[config.mk]
export PLATFORM = sky130hd
export DESIGN_NAME = vga_rgb_gen_flat
export DESIGN_NICKNAME = d
export VERILOG_FILES = /design/src/rtl/vga_rgb_gen_if.sv /design/src/rtl/vga_rgb_gen.sv /design/src/flat_wrapper.sv
export SDC_FILE = /design/constraint.sdc
export NUM_CORES = 1
export LEC_CHECK = 0
export CAP_MARGIN = 10
export CORE_MARGIN = 1.5
export CORE_UTILIZATION = 35
export DETAILED_ROUTE_END_ITERATION = 10
export PLACE_DENSITY_LB_ADDON = 0.2
export SLEW_MARGIN = 0
export SYNTH_ARGS = -nofsm -noshare
export SYNTH_HDL_FRONTEND = slang
export SYNTH_SLANG_ARGS = --single-unit
[constraint.sdc]
create_clock -name clk -period 2.88 [get_ports clk]
set_input_delay 0.576 -clock clk [delete_from_list [all_inputs] [get_ports clk]]
set_output_delay 0.576 -clock clk [all_outputs]
set_load 0.02 [all_outputs]
[src/rtl/vga_rgb_gen_if.sv]
`default_nettype none
// ============================================================================
// Module   : vga_rgb_gen_if
// Purpose  : Pattern-select input and registered video outputs of vga_rgb_gen.
// Revision : 1.0 - initial release
// ============================================================================
interface vga_rgb_gen_if;
    logic [1:0] mode;
    logic       hsync;
    logic       vsync;
    logic       visible;
    logic [9:0] hpos;
    logic [9:0] vpos;
    logic [7:0] frame;
    logic [7:0] dr;
    logic [7:0] dg;
    logic [7:0] db;

    modport master (
        input  mode,
        output hsync, vsync, visible, hpos, vpos, frame, dr, dg, db
    );

    modport slave (
        output mode,
        input  hsync, vsync, visible, hpos, vpos, frame, dr, dg, db
    );
endinterface
`default_nettype wire

[src/rtl/vga_rgb_gen.sv]
`default_nettype none
// ============================================================================
// Module   : vga_rgb_gen
// Purpose  : 640x480@60 VGA timing and test-pattern source for the RGB strip.
// Revision : 1.0 - initial release
// ============================================================================
module vga_rgb_gen #(
    parameter int H_VIS  = 640,
    parameter int H_FP   = 16,
    parameter int H_SYNC = 96,
    parameter int H_BP   = 48,
    parameter int V_VIS  = 480,
    parameter int V_FP   = 10,
    parameter int V_SYNC = 2,
    parameter int V_BP   = 33
) (
    input  logic          clk,
    input  logic          reset,
    vga_rgb_gen_if.master vga
);

    localparam logic [9:0] c_h_vis   = 10'(H_VIS);
    localparam logic [9:0] c_hs_beg  = 10'(H_VIS + H_FP);
    localparam logic [9:0] c_hs_end  = 10'(H_VIS + H_FP + H_SYNC);
    localparam logic [9:0] c_h_last  = 10'(H_VIS + H_FP + H_SYNC + H_BP - 1);
    localparam logic [9:0] c_v_vis   = 10'(V_VIS);
    localparam logic [9:0] c_vs_beg  = 10'(V_VIS + V_FP);
    localparam logic [9:0] c_vs_end  = 10'(V_VIS + V_FP + V_SYNC);
    localparam logic [9:0] c_v_last  = 10'(V_VIS + V_FP + V_SYNC + V_BP - 1);

    logic [9:0] r_h;
    logic [9:0] r_v;
    logic [7:0] r_frame_cnt;
    logic [1:0] r_mode;

    logic       r_hsync;
    logic       r_vsync;
    logic       r_visible;
    logic [9:0] r_hpos;
    logic [9:0] r_vpos;
    logic [7:0] r_frame;
    logic [7:0] r_dr;
    logic [7:0] r_dg;
    logic [7:0] r_db;

    logic       w_frame_start;
    logic [1:0] w_mode;
    logic       w_h_end;
    logic       w_v_end;
    logic       w_visible;
    logic       w_hsync;
    logic       w_vsync;
    logic [2:0] w_bar;
    logic [7:0] w_checker;
    logic [7:0] w_r;
    logic [7:0] w_g;
    logic [7:0] w_b;

    always_comb begin
        w_frame_start = (r_h == 10'd0) && (r_v == 10'd0);
        // The mode sampled at frame start already applies to pixel (0,0).
        w_mode        = w_frame_start ? vga.mode : r_mode;
        w_h_end       = (r_h == c_h_last);
        w_v_end       = (r_v == c_v_last);
        w_visible     = (r_h < c_h_vis) && (r_v < c_v_vis);
        w_hsync       = !((r_h >= c_hs_beg) && (r_h < c_hs_end));
        w_vsync       = !((r_v >= c_vs_beg) && (r_v < c_vs_end));
        w_bar         = r_h[8:6];
        w_checker     = (r_h[5] ^ r_v[5]) ? 8'hFF : 8'h00;
        w_r           = 8'h00;
        w_g           = 8'h00;
        w_b           = 8'h00;
        if (w_visible) begin
            case (w_mode)
                2'd0: begin
                    w_r = {8{w_bar[2]}};
                    w_g = {8{w_bar[1]}};
                    w_b = {8{w_bar[0]}};
                end
                2'd1: begin
                    w_r = r_h[7:0];
                    w_g = r_v[7:0];
                    w_b = r_frame_cnt;
                end
                2'd2: begin
                    w_r = w_checker;
                    w_g = w_checker;
                    w_b = w_checker;
                end
                default: begin
                    w_r = r_h[7:0] ^ r_v[7:0];
                    w_g = r_h[7:0] ^ r_frame_cnt;
                    w_b = r_v[7:0] + r_frame_cnt;
                end
            endcase
        end
    end

    always_ff @(posedge clk) begin
        if (reset) begin
            r_h         <= 10'd0;
            r_v         <= 10'd0;
            r_frame_cnt <= 8'd0;
            r_mode      <= 2'd0;
        end else begin
            r_mode <= w_mode;
            if (w_h_end) begin
                r_h <= 10'd0;
                if (w_v_end) begin
                    r_v         <= 10'd0;
                    r_frame_cnt <= r_frame_cnt + 8'd1;
                end else begin
                    r_v <= r_v + 10'd1;
                end
            end else begin
                r_h <= r_h + 10'd1;
            end
        end
    end

    // Single output stage: sync, position and colour all leave on the same edge.
    always_ff @(posedge clk) begin
        if (reset) begin
            r_hsync   <= 1'b1;
            r_vsync   <= 1'b1;
            r_visible <= 1'b0;
            r_hpos    <= 10'd0;
            r_vpos    <= 10'd0;
            r_frame   <= 8'd0;
            r_dr      <= 8'd0;
            r_dg      <= 8'd0;
            r_db      <= 8'd0;
        end else begin
            r_hsync   <= w_hsync;
            r_vsync   <= w_vsync;
            r_visible <= w_visible;
            r_hpos    <= r_h;
            r_vpos    <= r_v;
            r_frame   <= r_frame_cnt;
            r_dr      <= w_r;
            r_dg      <= w_g;
            r_db      <= w_b;
        end
    end

    assign vga.hsync   = r_hsync;
    assign vga.vsync   = r_vsync;
    assign vga.visible = r_visible;
    assign vga.hpos    = r_hpos;
    assign vga.vpos    = r_vpos;
    assign vga.frame   = r_frame;
    assign vga.dr      = r_dr;
    assign vga.dg      = r_dg;
    assign vga.db      = r_db;

endmodule
`default_nettype wire

[src/flat_wrapper.sv]
// flat-port wrapper written by rule: the top's interface ports become plain ports
module vga_rgb_gen_flat 
#(
    parameter int H_VIS  = 640,
    parameter int H_FP   = 16,
    parameter int H_SYNC = 96,
    parameter int H_BP   = 48,
    parameter int V_VIS  = 480,
    parameter int V_FP   = 10,
    parameter int V_SYNC = 2,
    parameter int V_BP   = 33
)
  (clk, reset, vga_mode, vga_hsync, vga_vsync, vga_visible, vga_hpos, vga_vpos, vga_frame, vga_dr, vga_dg, vga_db);
  vga_rgb_gen_if vga_i ();
  input  logic clk;
  input  logic reset;
  input wire logic [$bits(vga_i.mode)-1:0] vga_mode;
  output wire logic [$bits(vga_i.hsync)-1:0] vga_hsync;
  output wire logic [$bits(vga_i.vsync)-1:0] vga_vsync;
  output wire logic [$bits(vga_i.visible)-1:0] vga_visible;
  output wire logic [$bits(vga_i.hpos)-1:0] vga_hpos;
  output wire logic [$bits(vga_i.vpos)-1:0] vga_vpos;
  output wire logic [$bits(vga_i.frame)-1:0] vga_frame;
  output wire logic [$bits(vga_i.dr)-1:0] vga_dr;
  output wire logic [$bits(vga_i.dg)-1:0] vga_dg;
  output wire logic [$bits(vga_i.db)-1:0] vga_db;
  assign vga_i.mode = vga_mode;
  assign vga_hsync = vga_i.hsync;
  assign vga_vsync = vga_i.vsync;
  assign vga_visible = vga_i.visible;
  assign vga_hpos = vga_i.hpos;
  assign vga_vpos = vga_i.vpos;
  assign vga_frame = vga_i.frame;
  assign vga_dr = vga_i.dr;
  assign vga_dg = vga_i.dg;
  assign vga_db = vga_i.db;
  vga_rgb_gen #(.H_VIS(H_VIS), .H_FP(H_FP), .H_SYNC(H_SYNC), .H_BP(H_BP), .V_VIS(V_VIS), .V_FP(V_FP), .V_SYNC(V_SYNC), .V_BP(V_BP)) u_core (.clk(clk), .reset(reset), .vga(vga_i));
endmodule
; ---- Word-level counts from Yosys, hierarchy flattened
; Index checks and enable logic that the tools add are counted.
[totals]
ff_bits = 85
latch_bits = 0
ramBits = 0
mem_bits_ro = 0
in_bits = 4
output_inout_bits = 55
elab_cells = 49
mem_count = 0
[op_classes]
n_addsub = 4
multipliers = 0
n_div = 0
order_cmp = 6
eq_ne = 4
shift = 0
mux = 6
n_bitwise = 4
reduce_logical = 12
[ops]
columns = operator, count
row1 = 8-bit one-hot mux with 3 select lines, 3
row2 = 10-bit by 1-bit adder with 10-bit output (second input constant), 2
row3 = 10-bit equality test (second input constant), 2
row4 = 10-bit logical NOT, 2
row5 = 10-bit < comparator (second input constant), 2
row6 = 10-bit by 9-bit < comparator with 1-bit output (second input constant), 2
row7 = 8-bit XOR, 2
row8 = 10-bit greater-or-equal comparator (second input constant), 1
row9 = 10-bit by 9-bit greater-or-equal comparator with 1-bit output (second input constant), 1
row10 = 10-bit two-way mux, 1
row11 = 8-bit by 1-bit adder with 8-bit output (second input constant), 1
row12 = 8-bit adder, 1
row13 = 8-bit two-way mux, 1
row14 = 1-bit logical AND, 4
row15 = 2-bit OR reduction, 2
row16 = 2-bit by 1-bit equality test with 1-bit output (second input constant), 1
row17 = 2-bit equality test (second input constant), 1
row18 = 1-bit logical NOT, 2
row19 = 2-bit logical NOT, 1
row20 = 2-bit two-way mux, 1
row21 = 2-bit AND reduction, 1
row22 = 1-bit NOT, 1
row23 = 1-bit XOR, 1

; ---- Logic depth before layout (Yosys ltp)
[logic_depth]
word_depth = 5
depth_mapped = 10
mapped_depth_nobuf = 9

; ---- Worst setup path before layout
; Ideal clock, no wire load.
[synth_path]
path_kind = reg2reg
start = register u_core.r_v[1]
end = register u_core.r_dr[0] (netlist: u_core.vga.dr[0])
setup_time_ns = 0.118
t_arrival_ns = 2.085
required_time_ns = 2.762
path_slack_ns = 0.678
stages_incl_launch_ff = 10
path_buffers = 1
synth_period_minus_slack_ns = 2.202
path_cell_list = dfxtp_1 > inv_1 > ha_1 > nor2b_1 > and4_4 > and2_1 > buf_6 > mux2_4 > o311a_4 > o2111a_1
[synth_between]
elab_chain_len = 5
word_cells_on_any_way = 11
cone_classes = order compare (1) / eq/ne (2) / mux (2) / bitwise (1) / reduce/logical (5)
[synth_rtl]
columns = element, line_no
row1 = start: declaration, vga_rgb_gen.sv:32  ; logic [9:0] r_v;
row2 = start signal: assignment, vga_rgb_gen.sv:113  ; r_v <= r_v + 10'd1;
row3 = "parallel branches: the longest is 5 deep, another holds 10-bit by 9-bit < comparator with 1-bit output", -
row4 = end signal: assignment, vga_rgb_gen.sv:140  ; r_dr <= w_r;
row5 = end: declaration, vga_rgb_gen.sv:42  ; logic [7:0] r_dr;
; Parallel ways; which one is timed is not known.
; A chain may end at the register's enable or synchronous reset.

; ---- Final worst setup path
[layout_path]
start = register u_core.r_v[1]
end = register u_core.r_db[0] (netlist: u_core.vga.db[0])
[layout_between]
elab_chain_len = 5
word_cells_on_any_way = 11
cone_classes = order compare (1) / eq/ne (2) / mux (2) / bitwise (1) / reduce/logical (5)
[layout_rtl]
columns = element, line_no
row1 = "parallel branches: the longest is 5 deep, another holds 10-bit by 9-bit < comparator with 1-bit output", -
row2 = end signal: assignment, vga_rgb_gen.sv:142  ; r_db <= w_b;
row3 = end: declaration, vga_rgb_gen.sv:44  ; logic [7:0] r_db;
; Parallel ways; which one is timed is not known.

==> results by group <==
Yosys
  – Count leader, synth: dfxtp_1
  – Synth Register Bits: between 80 and 90
  – Post-synth ARST share: 0%
  – Number of flops mapped to enable cells by yosys: 0
  – Syn nets: 420
  – Yosys top cell by area: dfxtp_1
  – Synth area leaders: dfxtp_1 44%, a221oi_2 5.5%, nor2_1 5.5%, xnor2_1 4.8%, ha_1 3.9%
  – Syn_area_per_cell: 9.52 µm²
  – Sequential area share after synthesis: 44.4%
  – Synth Flop Type: dfxtp_1
  – Post-synth top cells: 85 x dfxtp_1, 56 x nor2_1, 32 x nand2_1
  – Netlist Area Pre-Place: 3840 µm²
  – Cells after Synth: about 400
  – Yosys warning count: 0
  – Synth top area share: 44.4%
  – Post-synth cell types: 50

Power
  – Total chip power: approximately 2.7 mW
  – Maximum vdd ir drop: 259 µV
  – PwrDens: 539 nW/µm²
  – P_leak: 1.82 nW

Floorplan
  – FP Rows: 38
  – Die area: 11,600 µm²
  – # IOs: 59
  – Core box area: about 11,000 µm²
  – Die Width: 108 µm
  – Die Y: 108 µm
  – Initial Util: 35.7%

Placed design
  – Dpl hpwl: 6.69 mm
  – Number of port buffers: a little under 60
  – GP Congestion: 0.789
  – Pre-CTS setup slack: 0.200 ns

STA
  – WHS: about 0.52 ns
  – Tcrit/Tclk final: 91.5%
  – Total Neg Setup Slack: 0 ns
  – RSZ-0062 raised after global routing: false
  – Worst Tran Pin Value: around 0.57 ns
  – Setup ws final: approximately 0.24 ns
  – Setup Skew: 0.0112 ns
  – Post-layout min period: roughly 2.6 ns
  – Fmax: 0.380 GHz
  – Worst slew margin: 61.8%
  – Slew Viols, Final: 0
  – Final setup fails: 0
  – Hold Fails Final Rpt: 0

Setup path
  – Data required time at the worst endpoint: 3.14 ns
  – Worst reg2reg startpoint: u_core.r_v[1]
  – Worst R2R End: u_core.vga.db[0]
  – Crit-path cells: inv_1 > ha_1 > nor2b_1 > and4_4 > and2_1 > mux2i_2 > o21ai_2 > a221oi_2
  – Critical path launch point type: flip-flop
  – Critical path peak fanout: 7
  – Nature of the critical path endpoint: flip-flop
  – Reg2Reg Depth: 8
  – Critical path buffers and inverters: 1
  – Largest stage delay, worst path: between 0.4 and 0.5 ns
  – R2R Setup Slk: 0.24 ns
  – Largest delay share family, worst path: simple AND/OR/NAND/NOR gates
  – Worst path slowest cell: mux2i_2
  – Worst Path Arrival: 2.89 ns
  – Crit path kind: flip-flop to flip-flop

Drt
  – Via density: 4.82
  – Initial DRC count: 129
  – Routed length per placed instance: 15.6 µm
  – Drt pass-1 iters: 4
  – DRC: 0
  – Detailed-route via count: 2,971
  – Final wirelength: 9.60 mm
  – Remaining antenna violation count: 0

Global route
  – First-pass GRT wire length: 15.7 mm
  – Largest net degree at the start of global routing: 45
  – Vias in the first global route: 2,893
  – Initial antenna violation count: 0
  – GRT overflow: 0
  – Tot GR Track Use: around 18%

Min path
  – Hold Path End: u_core.vga.hsync
  – Critical hold path startpoint: u_core.r_h[9]
  – Hold path cells: 1
  – Worst hold path type: flip-flop to flip-flop

Layout
  – Fin util: 45.8%
  – Multi-input logic area: 1920 µm²
  – Layout cells sized above 1: roughly 15%
  – FILL cells: 1,064
  – Number of inserted diodes: 0
  – Final Net Count: just under 500
  – Area Growth Syn to Fin: 28.3%
  – Register area: around 1700 µm²

Clocking
  – Root Buffer: clkbuf_8
  – Skew-Pair Late Insertion Delay: approximately 0.36 ns
  – Clock Path Buffers: 2
  – # hold bufs at CTS: 0
  – Clock sinks: between 80 and 90
  – CTS buffer count: 9
  – Register clock-pin slew on the reported worst setup and hold paths: about 0.09 ns
  – CTS tree: done
  – CTS H-tree depth: 3

Status
  – Outcome: complete, no violations

Job
  – Max-cap violations: 0
[worst reg2reg max path, cell delays in order (launching register included)]
cell and delay, ns:
dfxtp_1 0.40, inv_1 0.23, ha_1 0.18, nor2b_1 0.16
and4_4 0.23, and2_1 0.32, mux2i_2 0.48, o21ai_2 0.25
a221oi_2 0.30
[per-layer routing]
layer / wire length, µm / GRT usage [%] / vias up
met3: 404 / 3.27 / 8
met5: 0 / 0 / -
met1: 4700 / 24.6 / 1387
met4: 109 / 6.20 / 0
li1: - / - / 1500
met2: 4380 / 27.5 / 76
[per-stage QoR]
stage,instances,instance area (µm²)
6_report,616,4920
5_1_grt,616,4920
4_1_cts,611,4870
3_5_place_dp,595,4610
3_3_place_gp,595,4610
2_1_floorplan,403,3840
[how the worst max path moves through the flow]
stage / start / endpoint / slack, ns / cells after the start
3_5_place_dp: u_core.r_v[1] / u_core.vga.db[0] / 0.20 / 8
3_3_place_gp: u_core.r_v[1] / u_core.vga.db[0] / 0.31 / 8
6_report: u_core.r_v[1] / u_core.vga.db[0] / 0.24 / 8
5_1_grt: u_core.r_v[1] / u_core.vga.db[4] / 0.11 / 8
4_1_cts: u_core.r_v[1] / u_core.vga.db[0] / 0.18 / 8
2_1_floorplan: u_core.r_v[1] / u_core.vga.dr[0] / 0.68 / 9
[sequential cells by signal, indices dropped and copies added (netlist names), 2 cells and up]
signal              flops
u_core.vga.dr           8
u_core.vga.vpos        10
u_core.r_h             10
u_core.r_frame_cnt      8
u_core.vga.hpos        10
u_core.vga.db           8
u_core.vga.dg           8
u_core.vga.frame        8
u_core.r_v             10
u_core.r_mode           2
[cell type report]
class,instances,area share [%]
multi-input combinational,273,39.0
sequential,85,34.6
timing repair buffer,86,16.3
tap,140,3.56
clock inverter,6,2.75
clock buffer,10,2.59
inverter,16,1.22
[power breakdown]
group | leakage [nW] | internal (mW) | switching, mW
combinational | 1.01 | 0.140 | 0.182
clock | 0.123 | 0.664 | 0.432
sequential | 0.689 | 1.21 | 0.0219
total | 1.82 | 2.02 | 0.636
[logic make-up after synthesis]
family	after synthesis	synth area share, %
compound gates	49	13.1
xor+xnor	37	8.45
fa+ha+maj	13	4.44
buf+inv	45	5.94
flops	85	44.4
mux	5	1.53
simple gates	169	22.2
[timing repair]
item,CTS,global route
setup buffers,0,5
endpoints found under the setup margin,0,1
gates resized for setup,0,0
[cells in the final DEF (no fill, tap or decap), types with 6 or more instances in the layout]
cell              n
a21oi_1           8
a221oi_2         14
and3_1            6
buf_4            27
clkbuf_8          9
clkdlybuf4s50_1  58
dfxtp_1          85
ha_1             12
inv_1            16
nand2_1          32
nand3_1          17
nand4_1           7
nor2_1           56
nor2b_1          23
nor3_1            6
o2111a_1          7
o21ai_0           6
xnor2_1          21
xor2_1           16
Note: power is estimated with default switching activity, not from simulation.
